## src/rtl/led_seq_pkg.sv

```systemverilog
// led_seq_pkg: shared encodings for the LED sequencer.
//   MODE field values, FSM state codes and Avalon-MM register addresses.
package led_seq_pkg;

    typedef enum logic [1:0] {
        MODE_STATIC  = 2'b00,
        MODE_BLINK   = 2'b01,
        MODE_SWEEP   = 2'b10,
        MODE_STATIC2 = 2'b11
    } mode_e;

    typedef enum logic [1:0] {
        ST_IDLE  = 2'b00,
        ST_RUN   = 2'b01,
        ST_ALARM = 2'b10
    } state_e;

    localparam logic [1:0] ADDR_CTRL    = 2'd0;
    localparam logic [1:0] ADDR_PATTERN = 2'd1;
    localparam logic [1:0] ADDR_PERIOD  = 2'd2;
    localparam logic [1:0] ADDR_STATUS  = 2'd3;

endpackage

```

## src/rtl/led_seq_if.sv

```systemverilog
// led_seq_if: Avalon-MM slave bus of the LED sequencer.
//   address/chipselect/write_n/writedata driven by the master,
//   readdata returned combinationally by the slave.
interface led_seq_if;

    logic [1:0]  address;
    logic        chipselect;
    logic        write_n;
    logic [31:0] writedata;
    logic [31:0] readdata;

    modport master (
        output address, chipselect, write_n, writedata,
        input  readdata
    );

    modport slave (
        input  address, chipselect, write_n, writedata,
        output readdata
    );

endinterface

```

## src/rtl/led_seq_prescaler.sv

```systemverilog
// led_seq_prescaler: period divider producing a one-cycle tick.
//   clk, reset_n : clock, asynchronous active-low reset
//   period       : cycles per tick (0 behaves as 1)
//   clear        : restart the count at 0 on the next edge
//   tick         : high while the count sits at period-1
module led_seq_prescaler #(
    parameter int CNT_W = 24
) (
    input  logic             clk,
    input  logic             reset_n,
    input  logic [CNT_W-1:0] period,
    input  logic             clear,
    output logic             tick
);

    logic [CNT_W-1:0] cnt;

    assign tick = cnt == ((period == '0) ? '0 : period - CNT_W'(1));

    always_ff @(posedge clk or negedge reset_n) begin
        if (!reset_n)
            cnt <= '0;
        else
            cnt <= (clear || tick) ? '0 : cnt + CNT_W'(1);
    end

endmodule

```

## src/rtl/led_seq_ctrl.sv

```systemverilog
// led_seq_ctrl: Avalon-MM LED pattern sequencer with alarm pre-emption.
//   clk, reset_n : clock, asynchronous active-low reset
//   bus          : Avalon-MM slave (CTRL, PATTERN, PERIOD, STATUS)
//   alarm_req    : level request, takes the LEDs while high
//   alarm_ack    : registered grant, high while in ALARM
//   led_out      : registered LED drive
module led_seq_ctrl
    import led_seq_pkg::*;
#(
    parameter int WIDTH = 10,
    parameter int CNT_W = 24
) (
    input  logic             clk,
    input  logic             reset_n,
    led_seq_if.slave         bus,
    input  logic             alarm_req,
    output logic             alarm_ack,
    output logic [WIDTH-1:0] led_out
);

    localparam int POS_W = (WIDTH > 1) ? $clog2(WIDTH) : 1;

    logic             en;
    mode_e            mode;
    logic [WIDTH-1:0] pattern;
    logic [CNT_W-1:0] period;
    state_e           state;
    state_e           state_nxt;
    logic             phase;
    logic [POS_W-1:0] pos;
    logic             wr;
    logic             wr_ctrl;
    logic             wr_period;
    logic             seq_clr;
    logic             presc_clr;
    logic             tick;
    logic             sweep_step;
    logic [WIDTH-1:0] target;
    logic             unused_wd;

    assign wr        = bus.chipselect && !bus.write_n;
    assign wr_ctrl   = wr && bus.address == ADDR_CTRL;
    assign wr_period = wr && bus.address == ADDR_PERIOD;
    assign unused_wd = ^bus.writedata;

    led_seq_prescaler #(.CNT_W(CNT_W)) u_presc (
        .clk     (clk),
        .reset_n (reset_n),
        .period  (period),
        .clear   (presc_clr),
        .tick    (tick)
    );

    always_ff @(posedge clk or negedge reset_n) begin
        if (!reset_n) begin
            en      <= 1'b0;
            mode    <= MODE_STATIC;
            pattern <= '0;
            period  <= '0;
        end else if (wr) begin
            case (bus.address)
                ADDR_CTRL: begin
                    en   <= bus.writedata[0];
                    mode <= mode_e'(bus.writedata[2:1]);
                end
                ADDR_PATTERN: pattern <= bus.writedata[WIDTH-1:0];
                ADDR_PERIOD:  period  <= bus.writedata[CNT_W-1:0];
                default: ;
            endcase
        end
    end

    // Next state depends only on registered EN, so a CTRL write landing in the
    // same cycle as alarm_req cannot keep the FSM out of ALARM.
    always_comb begin
        state_nxt  = state;
        seq_clr    = 1'b0;
        presc_clr  = 1'b0;
        sweep_step = 1'b0;
        target     = '0;
        state_nxt  = alarm_req ? ST_ALARM : (en ? ST_RUN : ST_IDLE);
        seq_clr    = (state_nxt != state) ||
                     (state == ST_RUN && wr_ctrl && bus.writedata[2:1] != mode);
        presc_clr  = wr_ctrl || wr_period || (state_nxt != state);
        sweep_step = tick && state == ST_RUN && mode == MODE_SWEEP;
        case (state)
            ST_ALARM: target = phase ? '0 : '1;
            ST_RUN:   target = (mode == MODE_BLINK) ? (phase ? '0 : pattern) :
                               (mode == MODE_SWEEP) ? WIDTH'(1) << pos : pattern;
            default:  target = '0;
        endcase
    end

    always_ff @(posedge clk or negedge reset_n) begin
        if (!reset_n) begin
            state     <= ST_IDLE;
            phase     <= 1'b0;
            pos       <= '0;
            led_out   <= '0;
            alarm_ack <= 1'b0;
        end else begin
            state     <= state_nxt;
            phase     <= seq_clr ? 1'b0 : phase ^ tick;
            pos       <= seq_clr ? '0 :
                         !sweep_step ? pos :
                         (pos == POS_W'(WIDTH - 1)) ? '0 : pos + POS_W'(1);
            led_out   <= target;
            alarm_ack <= state == ST_ALARM;
        end
    end

    always_comb begin
        bus.readdata = '0;
        case (bus.address)
            ADDR_CTRL:    bus.readdata = {29'd0, mode, en};
            ADDR_PATTERN: bus.readdata = 32'(pattern);
            ADDR_PERIOD:  bus.readdata = 32'(period);
            ADDR_STATUS:  bus.readdata = 32'({led_out, 1'b0, state, alarm_ack});
        endcase
    end

endmodule

```

## src/flat_wrapper.sv

```systemverilog
// flat-port wrapper written by rule: the top's interface ports become plain ports
module led_seq_ctrl_flat import led_seq_pkg::*;
#(
    parameter int WIDTH = 10,
    parameter int CNT_W = 24
)
  (clk, reset_n, alarm_req, alarm_ack, led_out, bus_address, bus_chipselect, bus_write_n, bus_writedata, bus_readdata);
  led_seq_if bus_i ();
  input  logic clk;
  input  logic reset_n;
  input  logic alarm_req;
  output logic alarm_ack;
  output logic [WIDTH-1:0] led_out;
  input wire logic [$bits(bus_i.address)-1:0] bus_address;
  input wire logic [$bits(bus_i.chipselect)-1:0] bus_chipselect;
  input wire logic [$bits(bus_i.write_n)-1:0] bus_write_n;
  input wire logic [$bits(bus_i.writedata)-1:0] bus_writedata;
  output wire logic [$bits(bus_i.readdata)-1:0] bus_readdata;
  assign bus_i.address = bus_address;
  assign bus_i.chipselect = bus_chipselect;
  assign bus_i.write_n = bus_write_n;
  assign bus_i.writedata = bus_writedata;
  assign bus_readdata = bus_i.readdata;
  led_seq_ctrl #(.WIDTH(WIDTH), .CNT_W(CNT_W)) u_core (.clk(clk), .reset_n(reset_n), .bus(bus_i), .alarm_req(alarm_req), .alarm_ack(alarm_ack), .led_out(led_out));
endmodule
```

## config.mk

```make
export PLATFORM = sky130hd
export DESIGN_NAME = led_seq_ctrl_flat
export DESIGN_NICKNAME = d
export VERILOG_FILES = /design/src/rtl/led_seq_pkg.sv /design/src/rtl/led_seq_if.sv /design/src/rtl/led_seq_prescaler.sv /design/src/rtl/led_seq_ctrl.sv /design/src/flat_wrapper.sv
export SDC_FILE = /design/constraint.sdc
export NUM_CORES = 1
export LEC_CHECK = 0
export BUFFER_PORTS_ARGS = -buffer_cell sky130_fd_sc_hd__buf_4
export CORE_MARGIN = 1
export CORE_UTILIZATION = 55
export DETAILED_ROUTE_END_ITERATION = 8
export PLACE_DENSITY = 0.79
export SLEW_MARGIN = 20
export SYNTH_ARGS = -nofsm -noshare
export SYNTH_HDL_FRONTEND = slang
export SYNTH_HIERARCHICAL = 1
export SYNTH_SLANG_ARGS = --single-unit
```

## constraint.sdc

```tcl
create_clock -name clk -period 4.7 [get_ports clk]
set_input_delay 0.47 -clock clk [delete_from_list [all_inputs] [get_ports clk]]
set_output_delay 0.47 -clock clk [all_outputs]
set_load 0.01 [all_outputs]
```

# After elaboration in Yosys (flattened, before gate mapping)
# Index checks and enable logic that the tools add are counted.
# W data, S select, Z words.
# classes
n_addsub,3
eq_ne,11
shift,1
muxes,14
bitwise,1
reduce_logical,18
# ops
cell,n
$pmux W32 S4,1
$mux W24,2
$mux W10,4
$add A24 B1 Y24 const B,1
$eq A24 B24 Y1,1
$logic_not A24 Y1,1
$sub A24 B1 Y24 const B,1
$pmux W10 S2,1
$mux W4,3
$shl A1 B4 Y10 const A,1
$eq A2 B2 Y1 const B,4
$logic_and A1 B1 Y1,7
$eq A2 B1 Y1 const B,3
$reduce_and A2 Y1,3
$add A4 B1 Y4 const B,1
$eq A4 B4 Y1 const B,1
$logic_or A1 B1 Y1,4
$ne A2 B2 Y1,2
$logic_not A2 Y1,1
$mux W1,2
$mux W2,1
$reduce_bool A2 Y1,1
$logic_not A1 Y1,1
$xor A1 B1 Y1,1
# word_totals
ff_bits,79
in_bits,39
out_inout_bits,43
elab_cells,58

# Depth between registers and ports, before layout
# depth
depth_word,7
depth_mapped,15
depth_no_buf,13

# Cells and area by module
# Netlist, hierarchy kept.
# by_module_without_submodules
module,n_inst,cells_per_inst,area_each_um2,seq_area_each_um2
led_seq_ctrl,1,233,2802.7,1376.3
led_seq_prescaler,1,268,2272.2,600.6

# Least setup slack after synthesis
# Ideal clock, no wire load.
# synth_path
path_type,register -> register
startpoint,register u_core.period[0]
endpoint,register u_core.pos[3]
setup_time_ns,0.082
arrival_ns,3.282
required_ns,4.618
setup_slack_ns,1.336
path_stages_with_launch,15
path_buffers,2
period_less_slack_ns,3.364
cell_sequence,dfrtp_1 -> inv_1 -> ha_1 -> nor4b_1 -> and4_1 -> buf_2 -> nand2_1 -> buf_2 -> or4_1 -> a21oi_1 -> and4_2 -> nand4b_4 -> or2_1 -> or3_1 -> a31oi_1
# synth_via
elab_chain_cells,6
word_cells_on_any_way,7
cone_classes,add/sub (1); eq/ne (1); mux (1); reduce/logical (4)
# synth_rtl
element,line,source
from (decl),led_seq_ctrl.sv:26,logic [CNT_W-1:0] period;
from (signal assigned),led_seq_ctrl.sv:67,ADDR_PERIOD: period <= bus.writedata[CNT_W-1:0];
$sub A24 B1 Y24 or $logic_not A24 Y1 (tied branches),led_seq_prescaler.sv:18,assign tick = cnt == ((period == '0) ? '0 : period - CNT_W'(1));
$mux W24 (*),led_seq_prescaler.sv:18,
$eq A24 B24 Y1 (*),led_seq_prescaler.sv:18,
named net u_core.tick,led_seq_ctrl.sv:36,logic tick;
$logic_and A1 B1 Y1 (*) (2 in series),led_seq_ctrl.sv:85,sweep_step = tick && state == ST_RUN && mode == MODE_SWEEP;
$reduce_bool A2 Y1 (no source line) (*),--,
to (signal assigned),led_seq_ctrl.sv:104,pos <= seq_clr ? '0 :
to (decl),led_seq_ctrl.sv:30,logic [POS_W-1:0] pos;
# The timed path passes the listed nets; every way through them passes the cells marked *.
# A chain may end at the register's enable or synchronous reset.

# Worst setup path in the final report
# Same ends and word-level chain as after synthesis.

==> flow_summary.ini <==
[synth]
synth_compound_area_share_pct = 10.5
yosys.area_share.simple_pct = 21.3
synthArstFlopShare_pct = 100
synth_ff_type = dfrtp_1
muxShareOfSynthArea_pct = 12.1
synthXorXnorAreaFrac_pct = 11.0
synth_edf_count = 0
synth-seq-cells = 79
avgSynthCellArea_um2 = 10.1
syn-cell-area_um2 = 5070
ys_warn_count = 6
yosysSeqAreaShare_pct = 39.0
post_synth_num_cell_types = 71
synth_top_family_by_area = simple AND/OR/NAND/NOR gates
syn_inst = 501
synthAdderAreaFrac_pct = 1.48

[sta]
whs_ns = 0.140
final_max_slew_viol_count = 0
fmax_mhz = 250
slew_headroom_pct = 53.2
rsz0062_at_grt = no
hold_viol_final = 0
tns_ns = 0
fin_skew_ns = 0.0141
finalSetupViolations = 0
worst_pin_slew_ns = 0.701
post-route-period-util_pct = 85.2
period_minus_slack_ns = 4.00

[power_and_ir_drop]
power.density_nw_per_um2 = 351
ir_drop_mv = 0.227
p_leak_nw = 2.41
power_mw = 2.04

[critical_path]
critPathMaxFanout = 11
worstSetupStartpointType = register
cp-end-kind = register
critPathKind = register to register
cpPeakStageDelay_ns = 0.49
worst_ep_required_time_ns = 4.97
crit_chain = inv_1 > ha_1 > nor4b_1 > and4_1 > nand2_1 > or4_1 > a21oi_1 > and4_2 > nand4b_4 > or2_1 > or3_1 > a31oi_1
ff2ff_path_depth = 12
crit_arrival_ns = 4.28
crit_slowest_cell = dfrtp_1

[clock_network]
cts_buffers = 9
cts_hold_buf = 0
cts_htree_levels = 3
post-cts-setup-buffers = 0
cts-resized-gates = 0
path_clk_slew_ns = 0.08
clkLatencyLatePin_ns = 0.36
clk_path_buf_depth = 2
ctsRootBufferMaster = clkbuf_8
cts_tree = done
clock_sinks = 79

[global_route]
grt_usage_pct = 26.6
grt_max_degree = 80
antenna_found_initial = 0
overflow = 0
grt_first_pass_wirelength_um = 20100
grt_pass1_vias = 4053

[layout]
instances_no_fill = 669
antenna_cells = 0
drive_gt1_share_pct = 24.8
fin_nets = 601
design_area_um2 = 5800
areaGrowthSynthToFinish_pct = 14.3
fill_cells = 672

[route]
vias_per_cell = 6.20
wl_per_cell_um = 18.2
drt.antenna.violating_nets = 0
drc = 2
dr.pass1.iters = 7
postRouteWirelength_um = 12200
drtIter0Drc = 307
vias = 4147

[status]
status = finished, violations left
violations = design-rule violations

[placed_design]
place_area_um2 = 5570
place_hpwl_um = 8950
place_inst = 653
gp_congestion = 0.877
place.port_buffers = 65

[floorplan]
design.core.area_um2 = 8810
initial_core_util_pct = 57.6
dieArea_um2 = 9610
die_h_um = 98.1
rows = 34
ios = 82
fp.dieW_um = 98.1

[flow_run]
cap_violations = 0

[hold_path]
min_path_type = input pin to async pin
[critical path, delay by kind of cell (launching register included)]
| family | cells | cell delay [ns] |
|---|---|---|
| adders and majority gates | 1 | 0.20 |
| and+or+nand+nor | 8 | 2.75 |
| DFF | 1 | 0.49 |
| AOI/OAI and AO/OA | 2 | 0.40 |
| buffers and inverters | 1 | 0.09 |
[Yosys cell counts, types with 5 or more instances]
cell	instances	area share (%)
a22o_1	8	1.4
xnor2_1	34	5.9
xor2_1	19	3.3
buf_2	7	0.69
mux2_1	8	1.8
clkbuf_1	9	0.67
a22oi_1	5	0.74
nor2_1	47	3.5
mux2i_1	6	1.2
dfrtp_1	79	39
or4_1	6	0.89
and2_1	13	1.6
nand4_1	11	1.4
nand2_1	17	1.3
mux2_2	35	7.8
nor3_1	15	1.5
nor2b_1	8	0.99
o21ai_0	21	2.1
ha_1	6	1.5
nor4_1	6	0.74
inv_1	15	1.1
a21oi_1	10	0.99
buf_4	11	1.6
nand3_1	20	2.0
nor3b_1	8	1.2
[cells by family after synthesis]
group	count (synthesis)
AO/OA/AOI/OAI	75
multiplexers	52
other	1
buffers and inverters	46
AND/OR/NAND/NOR	185
XOR/XNOR	57
adder cells (fa/ha/maj)	6
flip-flops	79
[state kept, by name, summed over array words and instances, names as in the netlist]
name	count
u_core/led_out	10
u_core/phase	1
u_core/mode	2
u_core/pattern	10
u_core/alarm_ack	1
u_core/pos	4
u_core/period	24
u_core/state	2
u_core/u_presc/cnt	24
u_core/en	1
[per-stage QoR]
step	util, %	worst slack [ns]
finish	65.9	0.697
global route	65.9	0.440
CTS	65.8	0.721
detailed placement	63.2	0.771
global placement	63.2	0.940
floorplan	-	1.34
[path summary, 6_finish.rpt]
path,end,start,slack (ns)
max,u_core/pos[3],u_core/period[0],0.70
min,u_core/u_presc/cnt[22],reset_n,0.14
max reg2reg,u_core/pos[3],u_core/period[0],0.70
min reg2reg,u_core/pattern[7],u_core/pattern[7],0.55
max in group asynchronous,u_core/period[5],reset_n,4.09
min in group clk,u_core/state[1],alarm_req,0.24
[cell type report]
type                    count  area, µm²  share of cell area [%]
multi-input cells         383       2890                    49.9
flip-flops and latches     79       1980                    34.1
repair buffers             67        507                    8.73
clock buffers              10        138                    2.37
well taps                 108        135                    2.33
clock inverters             6       92.6                    1.60
inverters                  16       60.1                    1.04
[cells in the final DEF, fill, tap and decap left out, types with 5 or more instances in the layout]
cell,netlist,final
or4_1,6,6
a22o_1,8,8
mux2_1,8,8
o21ai_0,21,21
ha_1,6,6
nor2b_1,8,8
nor3b_1,8,8
xor2_1,19,19
and2_1,13,13
clkbuf_8,0,10
nand3_1,20,20
mux2i_1,6,6
buf_4,11,66
nand2_1,17,17
nand4_1,11,11
a21oi_1,10,10
nor3_1,15,15
mux2_2,35,35
dfrtp_1,79,79
conb_1,1,8
nor4_1,6,6
a22oi_1,5,5
nor2_1,47,47
xnor2_1,34,34
inv_1,15,15
[report_power, final]
| part | total [mW] | switching, mW | internal, mW |
|---|---|---|---|
| combinational | 0.539 | 0.254 | 0.285 |
| clock | 0.578 | 0.262 | 0.316 |
| sequential | 0.919 | 0.154 | 0.765 |
| total | 2.04 | 0.670 | 1.37 |
[routing by layer]
layer	vias up	global-route usage (%)	share of wire, %
li1	1909	-	-
met1	2055	34.5	44
met2	159	45.0	49
met3	24	4.29	5.3
met4	0	9.91	2.5
met5	-	0	0
No activity file was read; power rests on OpenSTA's default activity.
